### src/rtl/piezo_seq_pkg.sv
// Shared types, tune tables and timing constants for the piezo alert sequencer.
package piezo_seq_pkg;

    typedef enum logic [1:0] {
        ST_IDLE = 2'd0,
        ST_PLAY = 2'd1,
        ST_GAP  = 2'd2
    } state_t;

    localparam int HP_W  = 15;
    localparam int DUR_W = 26;
    localparam int REP_W = 28;

    typedef struct packed {
        logic [HP_W-1:0]  half_period;
        logic [DUR_W-1:0] duration;
    } note_t;

    localparam int FAST_INC         = 64;
    localparam int REPEAT_CLKS_FAST = 2_343_744;

    function automatic int timer_inc(input int fast_sim);
        return (fast_sim != 0) ? FAST_INC : 1;
    endfunction

    function automatic int tune_len(input int alert);
        case (alert)
            0:       return 2;
            1:       return 3;
            default: return 4;
        endcase
    endfunction

    function automatic note_t mk_note(input int hp, input int dur);
        note_t n;
        n.half_period = HP_W'(hp);
        n.duration    = DUR_W'(dur);
        return n;
    endfunction

    // Values are in real clocks; alerts beyond the table reuse the lowest-priority tune.
    function automatic note_t tune_note(input int alert, input int idx);
        note_t n;
        n = mk_note(384, 1280);
        case (alert)
            0: begin
                case (idx)
                    0:       n = mk_note(384, 3840);
                    default: n = mk_note(640, 3840);
                endcase
            end
            1: begin
                case (idx)
                    0:       n = mk_note(512, 2560);
                    1:       n = mk_note(768, 2560);
                    default: n = mk_note(700, 1900);
                endcase
            end
            default: begin
                case (idx)
                    0:       n = mk_note(384, 1280);
                    1:       n = mk_note(512, 1280);
                    2:       n = mk_note(640, 1280);
                    default: n = mk_note(768, 1280);
                endcase
            end
        endcase
        return n;
    endfunction

endpackage

### src/rtl/piezo_seq_tone_gen.sv
// Half-period counter that toggles the tone; clr restarts the note with the tone low.
module piezo_tone_gen
    import piezo_seq_pkg::*;
#(
    parameter int INC = 1
) (
    input  logic            clk,
    input  logic            rst_n,
    input  logic            en,
    input  logic            clr,
    input  logic [HP_W-1:0] half_period,
    output logic            tone
);

    logic [HP_W-1:0] r_cnt;
    logic            r_tone;
    logic [HP_W:0]   w_next;

    assign w_next = {1'b0, r_cnt} + (HP_W+1)'(INC);

    always_ff @(posedge clk) begin
        if (!rst_n) begin
            r_cnt  <= '0;
            r_tone <= 1'b0;
        end else if (clr) begin
            r_cnt  <= '0;
            r_tone <= 1'b0;
        end else if (en) begin
            // >= so an overshooting fast-sim step still lands on the boundary
            if (w_next >= {1'b0, half_period}) begin
                r_cnt  <= '0;
                r_tone <= ~r_tone;
            end else begin
                r_cnt <= w_next[HP_W-1:0];
            end
        end
    end

    assign tone = r_tone;

endmodule

### src/rtl/piezo_seq.sv
// Priority alert tune sequencer driving a differential piezo.
// Optional PIEZO_SEQ_MUTE_EN adds a mute input that silences the outputs only.
module piezo_seq
    import piezo_seq_pkg::*;
#(
    parameter int FAST_SIM    = 0,
    parameter int NUM_ALERTS  = 3,
    parameter int MAX_NOTES   = 8,
    parameter int REPEAT_CLKS = 150_000_000
) (
    input  logic                          clk,
    input  logic                          rst_n,
    input  logic [NUM_ALERTS-1:0]         alert_req,
`ifdef PIEZO_SEQ_MUTE_EN
    input  logic                          mute,
`endif
    output logic                          piezo,
    output logic                          piezo_n,
    output logic                          busy,
    output logic [$clog2(NUM_ALERTS)-1:0] cur_alert
);

    localparam int AW  = $clog2(NUM_ALERTS);
    localparam int NW  = (MAX_NOTES > 1) ? $clog2(MAX_NOTES) : 1;
    localparam int INC = timer_inc(FAST_SIM);

    state_t          r_state;
    logic [AW-1:0]   r_cur;
    logic [NW-1:0]   r_note;
    logic [DUR_W-1:0] r_dur;
    logic [REP_W-1:0] r_rep;

    note_t           w_note;
    logic            w_req_any;
    logic [AW-1:0]   w_req_low;
    logic            w_preempt;
    logic            w_dur_done;
    logic            w_last_note;
    logic            w_rep_done;
    logic            w_tone;
    logic            w_tone_en;
    logic            w_tone_clr;
    logic            w_drive;

    function automatic int capped_len(input int alert);
        int n;
        n = tune_len(alert);
        if (n > MAX_NOTES) n = MAX_NOTES;
        if (n < 1) n = 1;
        return n;
    endfunction

    always_comb begin
        w_req_any = 1'b0;
        w_req_low = '0;
        for (int i = NUM_ALERTS - 1; i >= 0; i--) begin
            if (alert_req[i]) begin
                w_req_any = 1'b1;
                w_req_low = AW'(i);
            end
        end
    end

    assign w_note      = tune_note(int'(r_cur), int'(r_note));
    assign w_dur_done  = ({1'b0, r_dur} + (DUR_W+1)'(INC)) >= {1'b0, w_note.duration};
    assign w_rep_done  = ({1'b0, r_rep} + (REP_W+1)'(INC)) >= (REP_W+1)'(REPEAT_CLKS);
    assign w_last_note = (int'(r_note) == capped_len(int'(r_cur)) - 1);
    assign w_preempt   = (r_state != ST_IDLE) && w_req_any && (w_req_low < r_cur);

    // Tone restarts low on every tune start, note change and outside PLAY.
    assign w_tone_en  = (r_state == ST_PLAY);
    assign w_tone_clr = (r_state != ST_PLAY) || w_preempt || w_dur_done;

    piezo_tone_gen #(
        .INC(INC)
    ) u_tone (
        .clk        (clk),
        .rst_n      (rst_n),
        .en         (w_tone_en),
        .clr        (w_tone_clr),
        .half_period(w_note.half_period),
        .tone       (w_tone)
    );

    always_ff @(posedge clk) begin
        if (!rst_n) begin
            r_state <= ST_IDLE;
            r_cur   <= '0;
            r_note  <= '0;
            r_dur   <= '0;
            r_rep   <= '0;
        end else begin
            case (r_state)
                ST_IDLE: begin
                    if (w_req_any) begin
                        r_state <= ST_PLAY;
                        r_cur   <= w_req_low;
                        r_note  <= '0;
                        r_dur   <= '0;
                        r_rep   <= '0;
                    end
                end
                ST_PLAY: begin
                    if (w_preempt) begin
                        r_cur  <= w_req_low;
                        r_note <= '0;
                        r_dur  <= '0;
                        r_rep  <= '0;
                    end else begin
                        r_rep <= r_rep + REP_W'(INC);
                        if (w_dur_done) begin
                            r_dur <= '0;
                            if (!w_last_note) begin
                                r_note <= r_note + NW'(1);
                            end else if (alert_req[0]) begin
                                r_cur  <= '0;
                                r_note <= '0;
                                r_rep  <= '0;
                            end else if (w_req_any) begin
                                r_state <= ST_GAP;
                                r_note  <= '0;
                            end else begin
                                r_state <= ST_IDLE;
                                r_cur   <= '0;
                                r_note  <= '0;
                                r_rep   <= '0;
                            end
                        end else begin
                            r_dur <= r_dur + DUR_W'(INC);
                        end
                    end
                end
                ST_GAP: begin
                    if (w_preempt || (w_rep_done && w_req_any)) begin
                        r_state <= ST_PLAY;
                        r_cur   <= w_req_low;
                        r_note  <= '0;
                        r_dur   <= '0;
                        r_rep   <= '0;
                    end else if (w_rep_done) begin
                        r_state <= ST_IDLE;
                        r_cur   <= '0;
                        r_rep   <= '0;
                    end else begin
                        r_rep <= r_rep + REP_W'(INC);
                    end
                end
                default: r_state <= ST_IDLE;
            endcase
        end
    end

`ifdef PIEZO_SEQ_MUTE_EN
    assign w_drive = (r_state == ST_PLAY) && !mute;
`else
    assign w_drive = (r_state == ST_PLAY);
`endif

    assign piezo     = w_drive & w_tone;
    assign piezo_n   = w_drive & ~w_tone;
    assign busy      = (r_state != ST_IDLE);
    assign cur_alert = r_cur;

endmodule

### config.mk
export PLATFORM = sky130hd
export DESIGN_NAME = piezo_seq
export DESIGN_NICKNAME = d
export VERILOG_FILES = /design/src/rtl/piezo_seq_pkg.sv /design/src/rtl/piezo_seq_tone_gen.sv /design/src/rtl/piezo_seq.sv
export SDC_FILE = /design/constraint.sdc
export NUM_CORES = 1
export LEC_CHECK = 0
export CORE_ASPECT_RATIO = 1.5
export CORE_MARGIN = 2
export CORE_UTILIZATION = 60
export CTS_CLUSTER_DIAMETER = 30
export DETAILED_ROUTE_END_ITERATION = 12
export PLACE_DENSITY = 0.77
export SLEW_MARGIN = 20
export SYNTH_ARGS = -nofsm -noshare
export SYNTH_HDL_FRONTEND = slang
export SYNTH_SLANG_ARGS = --single-unit
### constraint.sdc
create_clock -name clk -period 5.9 [get_ports clk]
set_input_delay 1.77 -clock clk [delete_from_list [all_inputs] [get_ports clk]]
set_output_delay 1.77 -clock clk [all_outputs]
set_load 0.02 [all_outputs]
[After elaboration in Yosys (flattened, before gate mapping)]
Cells that the tools add are included.
Storage, ports and cells
  flip-flop bits (word level): 77
  input port bits: 5
  output and inout port bits: 5
Operators by class
  add/subtract/negate cells: 7
  order comparisons: 6
  equality and inequality tests: 17
  multiplexer cells: 51
  bitwise gates (word level): 4
  reductions and logical operators: 18
Operators with widths (count)
  28-bit two-way mux: 8
  36-bit case mux with 3 select lines: 1
  26-bit two-way mux: 4
  28-bit case mux with 3 select lines: 1
  41-bit case mux with 2 select lines: 1
  26-bit case mux with 3 select lines: 1
  35-bit case mux with 2 select lines: 1
  32-bit two-way mux: 2
  2-bit two-way mux: 18
  36-bit two-way mux: 1
  4-bit by 32-bit equality test with 1-bit output: 1
  32-bit by 5-bit > comparator with 1-bit output (second input constant): 1
  32-bit by 2-bit < comparator with 1-bit output (second input constant): 1
  32-bit by 2-bit subtractor with 32-bit output (second input constant): 1
  28-bit by 1-bit adder with 29-bit output (second input constant): 1
  29-bit by 28-bit >= comparator with 1-bit output (second input constant): 1
  28-bit by 1-bit adder with 28-bit output (second input constant): 1
  26-bit by 1-bit adder with 27-bit output (second input constant): 1
  27-bit by 26-bit >= comparator with 1-bit output: 1
  26-bit by 1-bit adder with 26-bit output (second input constant): 1
  15-bit by 1-bit adder with 16-bit output (second input constant): 1
  16-bit by 15-bit >= comparator with 1-bit output: 1
  15-bit two-way mux: 1
  3-bit two-way mux: 5
  27 further kinds: 47

[Depth between registers and ports, before layout]
Gate-level depths: netlist (run 1).
  word-level depth: 12
  depth in mapped cells: 16

[By module]
A second synthesis (run 1) with hierarchy kept.
Unflattened totals
  cells, all modules: 721
  area, all modules: 5705.5 sq um
By module, submodules not included
  piezo_seq: instances 1, cells an instance 571, area each 4425.5 sq um
  piezo_tone_gen: instances 1, cells an instance 150, area each 1280.0 sq um

[Least setup slack after synthesis (run 1)]
OpenSTA, ideal clock, no wires.
  path kind: input port to flip-flop
  start point: input alert_req[0]
  end point: register r_rep[10]
  data arrival time: 3661 ps
  slack: 2122 ps
  stages on the path: 10
  cell sequence: nor3b_1 -> ha_1 -> a2111o_1 -> and2_1 -> o211ai_1 -> a21o_1 -> a31oi_1 -> o21ai_1 -> buf_2 -> nor2_1
Between the ends
  word-level cells in the longest chain between the ends: 7
Ends and longest elaborated chain
  start, declared: line piezo_seq.sv:13  | input logic [NUM_ALERTS-1:0] alert_req,
  1-bit two-way mux: line piezo_seq.sv:57  | if (alert_req[i]) begin
  28-bit two-way mux: line piezo_seq.sv:119  | end else if (w_req_any) begin
  28-bit two-way mux: line piezo_seq.sv:115  | end else if (alert_req[0]) begin
  28-bit two-way mux: line piezo_seq.sv:113  | if (!w_last_note) begin
  28-bit two-way mux: line piezo_seq.sv:111  | if (w_dur_done) begin
  28-bit two-way mux: line piezo_seq.sv:104  | if (w_preempt) begin
  28-bit case mux with 3 select lines: line piezo_seq.sv:93  | case (r_state)
  end signal, assigned: line piezo_seq.sv:110  | r_rep <= r_rep + REP_W'(INC);
  end signal, assigned: line piezo_seq.sv:145  | r_rep <= r_rep + REP_W'(INC);
  end, declared: line piezo_seq.sv:31  | logic [REP_W-1:0] r_rep;
Parallel ways exist; a longest one is shown, timed or not.
A chain may end at the register's enable or synchronous reset.

[Worst setup path in the final report (run 1)]
  start point: input alert_req[0]
  end point: register r_note[2]
Between the ends
  word-level cells in the longest chain between the ends: 6
Ends and longest elaborated chain
  2-bit two-way mux / 1-bit two-way mux (equally long branches): line piezo_seq.sv:57
  2-bit < comparator / 1-bit logical AND (equally long branches): line piezo_seq.sv:68  | assign w_preempt = (r_state != ST_IDLE) && w_req_any && (w_req_low < r_cur);
  1-bit logical AND: line piezo_seq.sv:68
  1-bit logical OR: line piezo_seq.sv:134  | if (w_preempt || (w_rep_done && w_req_any)) begin
  2-bit inequality test (no line)
  4-bit AND reduction (no line)
  end signal, assigned: line piezo_seq.sv:114  | r_note <= r_note + NW'(1);
  end, declared: line piezo_seq.sv:29  | logic [NW-1:0] r_note;
Parallel ways exist; a longest one is shown, timed or not.

==> flow_metrics.py, run 1 <==
metrics = {
    "run_status": {
        "status": "completed",
    },
    "timing": {
        "finalHoldViolations": 0,
        "maxSlewViolCount": 0,
        "tns_ns": 0,
        "fmax_ghz": 0.218,
        "finalClockSkew_ns": 0.00668,
        "setup_viol": 0,
        "final.period_utilization_pct": 77.7,
        "rsz0062_at_grt": "false",
        "tightest_slew_ns": 0.861,
        "slew_headroom_pct": 42.2,
        "fin_crit_ns": 4.58,
    },
    "floorplanning": {
        "die_w_um": 79.4,
        "io_pins": 10,
        "die_h_um": 117,
        "fp.coreArea_sq_mm": 0.00836,
        "start_util_pct": 61.2,
        "rows": 41,
        "dieArea_sq_mm": 0.00930,
    },
    "clock_network": {
        "ctsHoldBuffers": 0,
        "htree_num_levels": 3,
        "cts_tree": "built",
        "post-cts-setup-buffers": 0,
        "clk_latency_ns": 0.34,
        "cts_resized": 0,
        "cts_buffers": 9,
        "cts.sink_count": 77,
        "clk_pin_slew_ns": 0.06,
        "root_buffer": "clkbuf_16",
        "clock_path_buffers": 2,
    },
    "pwr": {
        "p_per_area_mw_per_mm2": 278,
        "leakagePower_nw": 1.99,
        "ir_worst_vdd_uv": 195,
    },
    "worst_setup_path": {
        "cp.arrival_ns": 4.85,
        "start_kind": "input port",
        "path_buf_inv": 1,
        "crit_chain": "clkdlybuf4s50_1, nor3b_1, ha_1, a2111o_1, and2_1, a41oi_4, nand2_2, or3_1, a21oi_1",
        "crit_slowest_cell": "clkdlybuf4s50_1",
        "crit_family": "simple AND/OR/NAND/NOR gates",
        "cp_slowest_stage_delay_ns": 0.51,
        "worstSetupEndpointType": "flip-flop",
        "cp_data_required_time_ns": 6.17,
        "critPathKind": "in2reg",
        "cp_max_fo": 32,
    },
    "yosys": {
        "synth_area_sq_mm": 0.00512,
        "seq_area_frac_synth_pct": 30.1,
        "synth_edf_count": 0,
        "syn_avg_cell_area_sq_um": 7.80,
        "synth_cell_types": 69,
        "synth_area_leaders": "dfxtp_1 30%, ha_1 6.8%, nand3_1 5.2%",
        "yosysTopAreaCell": "dfxtp_1",
        "ys_seq_elements": 77,
        "synth_ff_type": "dfxtp_1",
        "async_flop_share_pct": 0,
        "synth_cells": 656,
        "ys.warnings.count": 0,
        "synth_top_area_share_pct": 30.1,
    },
    "layout": {
        "layout_common_cells": "77 x dfxtp_1, 68 x nand2_1, 53 x nand3_1, 49 x nor2_1, 39 x a21oi_1",
        "fillers": 709,
        "layout-drive-gt1-share_pct": 6.09,
        "n_antenna_cell": 0,
        "layout.nets": 685,
        "area_delta_synth_final_pct": 8.16,
        "layout_commonest_cell": "dfxtp_1",
        "stdcell_area_sq_mm": 0.00554,
    },
    "placement": {
        "placed_area_sq_mm": 0.00524,
        "gp_congestion": 0.952,
        "place.port_buffers": 9,
        "hpwlAfterDp_um": 9140,
    },
    "detailed_routing": {
        "ant_nets": 0,
        "routedWlPerCell_um": 16.4,
        "highest_layer": "met4",
        "vias": 4886,
        "drc_errors": 0,
        "drtIter0Drc": 278,
        "wl_met2_um": 6520,
        "met3WireLength_um": 504,
        "drt-vias-per-instance": 6.40,
        "drt-total-wl_um": 12500,
        "wl_met1_um": 5090,
        "drtPass1Iterations": 6,
    },
    "grt": {
        "grt_overflow": 0,
        "grt_pass1_wl_um": 20700,
        "grt_antenna_before_repair": 0,
        "grt_usage_pct": 27.9,
        "first_global_vias": 4487,
        "grt_max_degree": 35,
    },
    "flow_run": {
        "maxCapViolCount": 0,
    },
    "worst_hold_path": {
        "hp-class": "reg2reg",
    },
}
## tightest hold or removal path, cell delays in order, from the launching register on
cell and delay [ns]:
dfxtp_1 0.30, nand2_1 0.05, nor2_1 0.03
## report_power, final
group	internal, mW	switching, mW	leakage (nW)
Combinational	0.145	0.281	1.23
Sequential	0.537	0.0258	0.623
Clock	0.327	0.224	0.138
Total	1.01	0.531	1.99
## cell usage after synthesis (3+ instances only)
| cell | n |
|---|---|
| mux2i_1 | 7 |
| clkbuf_1 | 16 |
| ha_1 | 28 |
| xor2_1 | 27 |
| and4_1 | 5 |
| a31oi_1 | 8 |
| nand3_1 | 53 |
| buf_2 | 12 |
| a21oi_1 | 39 |
| o211ai_1 | 4 |
| nor2b_1 | 6 |
| and3_1 | 25 |
| a21o_1 | 3 |
| dfxtp_1 | 77 |
| nor2_1 | 49 |
| inv_1 | 16 |
| nand2_1 | 68 |
| nor4_1 | 8 |
| o31ai_1 | 4 |
| nand4_1 | 30 |
| nand3b_1 | 8 |
| nor3_1 | 26 |
| nand2b_1 | 5 |
| and2_1 | 8 |
| or3_1 | 19 |
| o21ai_0 | 27 |
| xnor2_1 | 20 |
| o22ai_1 | 6 |
## sequential cells by signal, summed over array words and instances, names as in the netlist
signal and flops:
r_note 3, r_dur 26, r_rep 28, r_state 2
u_tone.tone 1, u_tone.r_cnt 15, cur_alert 2
## through the flow
| step | cells | util, % | worst slack (ns) | hold slack, ns | power [mW] |
|---|---|---|---|---|---|
| after global routing | 764 | 66.2 | 1.13 | 0.465 | 1.61 |
| after floorplan | 660 | - | 2.12 | 0.405 | 0.884 |
| after detailed placement | 748 | 62.7 | 1.05 | 0.425 | 0.990 |
| after global placement | 748 | 62.7 | 1.25 | 0.420 | 0.976 |
| after CTS | 764 | 66.2 | 1.41 | 0.433 | 1.54 |
| final | 764 | 66.2 | 1.32 | 0.426 | 1.54 |
## kinds of logic (layout without fill, tap and decap cells)
kind of cell	count (synthesis)	in the layout	synth area share, %
and+or+nand+nor	334	334	35.6
AOI/OAI and AO/OA	113	113	13.8
DFF	77	77	30.1
buffers and inverters	49	46	4.13
xor gates and xnor gates	47	47	8.04
adders and majority gates	28	28	6.84
muxes	7	7	1.37
other	1	5	0.0733
## routing by layer
| layer | up-vias | GRT usage (%) |
|---|---|---|
| met1 | 2313 | 31.0 |
| met4 | 0 | 14.8 |
| met2 | 161 | 51.0 |
| li1 | 2375 | - |
| met5 | - | 0 |
| met3 | 37 | 3.99 |
## worst paths after layout
| check | startpoint | slack, ns | cells past startpoint | to |
|---|---|---|---|---|
| worst min-delay path | r_dur[25] | 0.43 | 2 | r_dur[25] |
| worst min register to register | r_dur[25] | 0.43 | 2 | r_dur[25] |
| worst max register to register | r_dur[4] | 1.78 | 14 | r_rep[20] |
| worst max-delay path | alert_req[0] | 1.32 | 9 | r_note[2] |
## cell type report
type | instances | area (sq um) | area share, %
clock buffers | 10 | 229 | 4.14
clock inverters | 6 | 63.8 | 1.15
inverters | 16 | 60.1 | 1.08
multi-input cells | 534 | 3380 | 61.1
flip-flops and latches | 77 | 1540 | 27.8
well taps | 107 | 134 | 2.42
repair buffers | 14 | 128 | 2.31
(Power assumes the default switching activity.)
==> run 2, diff against run 1 <==
Clock period 5.9 ns to 4.7 ns, I/O delays scaled along.
==> flow_metrics.py, run 2 (same netlist as run 1, synthesis figures left out) <==
metrics = {
    "worst_hold_path": {
        "hold_path_depth": 2,
        "hp-class": "reg2reg",
    },
    "layout": {
        "finalNonFillerCells": 766,
        "layout_common_cells": "77 x dfxtp_1, 68 x nand2_1, 53 x nand3_1, 49 x nor2_1, 39 x a21oi_1",
        "layout-drive-gt1-share_pct": 6.53,
        "layout_commonest_cell": "dfxtp_1",
        "post-route-util_pct": 66.6,
        "largest_registers": "r_rep x28, r_dur x26, u_tone.r_cnt x15",
        "area_delta_synth_final_pct": 8.80,
        "regMostFlops": "r_rep",
        "n_antenna_cell": 0,
        "layout.nets": 688,
        "stdcell_area_sq_mm": 0.00557,
        "largest_reg_flops": 28,
    },
    "worst_setup_path": {
        "start_kind": "flip-flop",
        "cp_max_fo": 20,
        "cp.arrival_ns": 4.29,
        "cp_data_required_time_ns": 4.97,
        "critPathKind": "reg2reg",
        "r2r.worst_path.cells": 13,
        "worstSetupEndpointType": "flip-flop",
    },
    "flow_run": {
        "maxCapViolCount": 0,
    },
    "floorplanning": {
        "fp.coreArea_sq_mm": 0.00836,
        "start_util_pct": 61.2,
        "die_w_um": 79.4,
        "rows": 41,
        "die_h_um": 117,
        "dieArea_sq_mm": 0.00930,
        "io_pins": 10,
    },
    "timing": {
        "maxSlewViolCount": 0,
        "hold-worst-slack_ns": 0.443,
        "finalHoldViolations": 0,
        "fin_crit_ns": 4.03,
        "fmax_ghz": 0.248,
        "setup_viol": 0,
        "tightest_slew_ns": 0.823,
        "fin_ws_ns": 0.675,
        "final.period_utilization_pct": 85.6,
        "rsz0062_at_grt": "false",
        "tns_ns": 0,
        "finalClockSkew_ns": 0.00734,
        "slew_headroom_pct": 44.7,
    },
    "detailed_routing": {
        "drt-vias-per-instance": 6.35,
        "drtPass1Iterations": 6,
        "drtIter0Drc": 255,
        "vias": 4862,
        "ant_nets": 0,
        "routedWlPerCell_um": 16.7,
        "drt-total-wl_um": 12800,
        "drc_errors": 0,
    },
    "clock_network": {
        "cts_buffers": 9,
        "htree_num_levels": 3,
        "cts_tree": "built",
        "post-cts-setup-buffers": 0,
        "cts.sink_count": 77,
        "clock_path_buffers": 2,
        "root_buffer": "clkbuf_16",
        "cts_resized": 0,
        "clk_pin_slew_ns": 0.06,
        "ctsHoldBuffers": 0,
        "clk_latency_ns": 0.34,
    },
    "pwr": {
        "p_sw_share_pct": 34.2,
        "netSwitchingPower_uw": 667,
        "clockPowerShare_pct": 34.9,
        "p_per_area_mw_per_mm2": 350,
        "ir_worst_vdd_uv": 240,
        "p_comb_share_pct": 28.7,
        "total_power_mw": 1.95,
        "seqPwrFrac_pct": 36.4,
        "leakagePower_nw": 2.01,
        "intPower_mw": 1.28,
    },
    "placement": {
        "place.port_buffers": 9,
        "dp.cells": 751,
        "hpwlAfterDp_um": 9480,
        "placed_area_sq_mm": 0.00528,
        "dp_worst_setup_slack_ns": 0.395,
        "gp_congestion": 0.959,
    },
    "grt": {
        "grt_pass1_wl_um": 21500,
        "grt_antenna_before_repair": 0,
        "first_global_vias": 4713,
        "grt_max_degree": 21,
        "grt_overflow": 0,
        "grt_usage_pct": 29.1,
    },
    "run_status": {
        "status": "completed",
    },
}
## run 2: worst paths after layout
path,start,to,slack (ns)
worst max-delay path,r_dur[4],r_rep[9],0.67
worst min-delay path,r_dur[25],r_dur[25],0.44
worst max register to register,r_dur[4],r_rep[9],0.67
worst min register to register,r_dur[25],r_dur[25],0.44
## run 2: critical path, stage by stage, from the launching register on
cell	delay, ns
dfxtp_1	0.50
nand2_1	0.18
nor4_1	0.39
xor2_1	0.19
ha_1	0.23
or3_1	0.38
a41o_1	0.24
nor3_1	0.15
nand4_1	0.25
or4_1	0.61
a31oi_1	0.25
o21ai_1	0.18
buf_12	0.25
o21ai_0	0.15
## run 2: power groups by stage
stage | combinational [mW] | sequential, mW | clock (mW)
2_1_floorplan | 0.395 | 0.715 | 0
3_3_place_gp | 0.529 | 0.719 | 0
3_5_place_dp | 0.546 | 0.721 | 0
4_1_cts | 0.551 | 0.707 | 0.691
5_1_grt | 0.611 | 0.712 | 0.727
6_report | 0.559 | 0.709 | 0.680
## run 2: final cells by class
| class | instances | area (sq um) |
|---|---|---|
| Clock buffer | 9 | 225 |
| Clock inverter | 6 | 65.1 |
| Fill cell | 725 | 2790 |
| Inverter | 16 | 60.1 |
| Multi-Input combinational cell | 534 | 3380 |
| Sequential cell | 77 | 1540 |
| Tap cell | 107 | 134 |
| Timing Repair Buffer | 17 | 163 |
## run 2: layer usage
layer	part of all wire [%]	track usage, %
met3	4.9	5.75
met5	0	0
met1	39	31.6
met4	3.5	15.7
met2	53	52.9
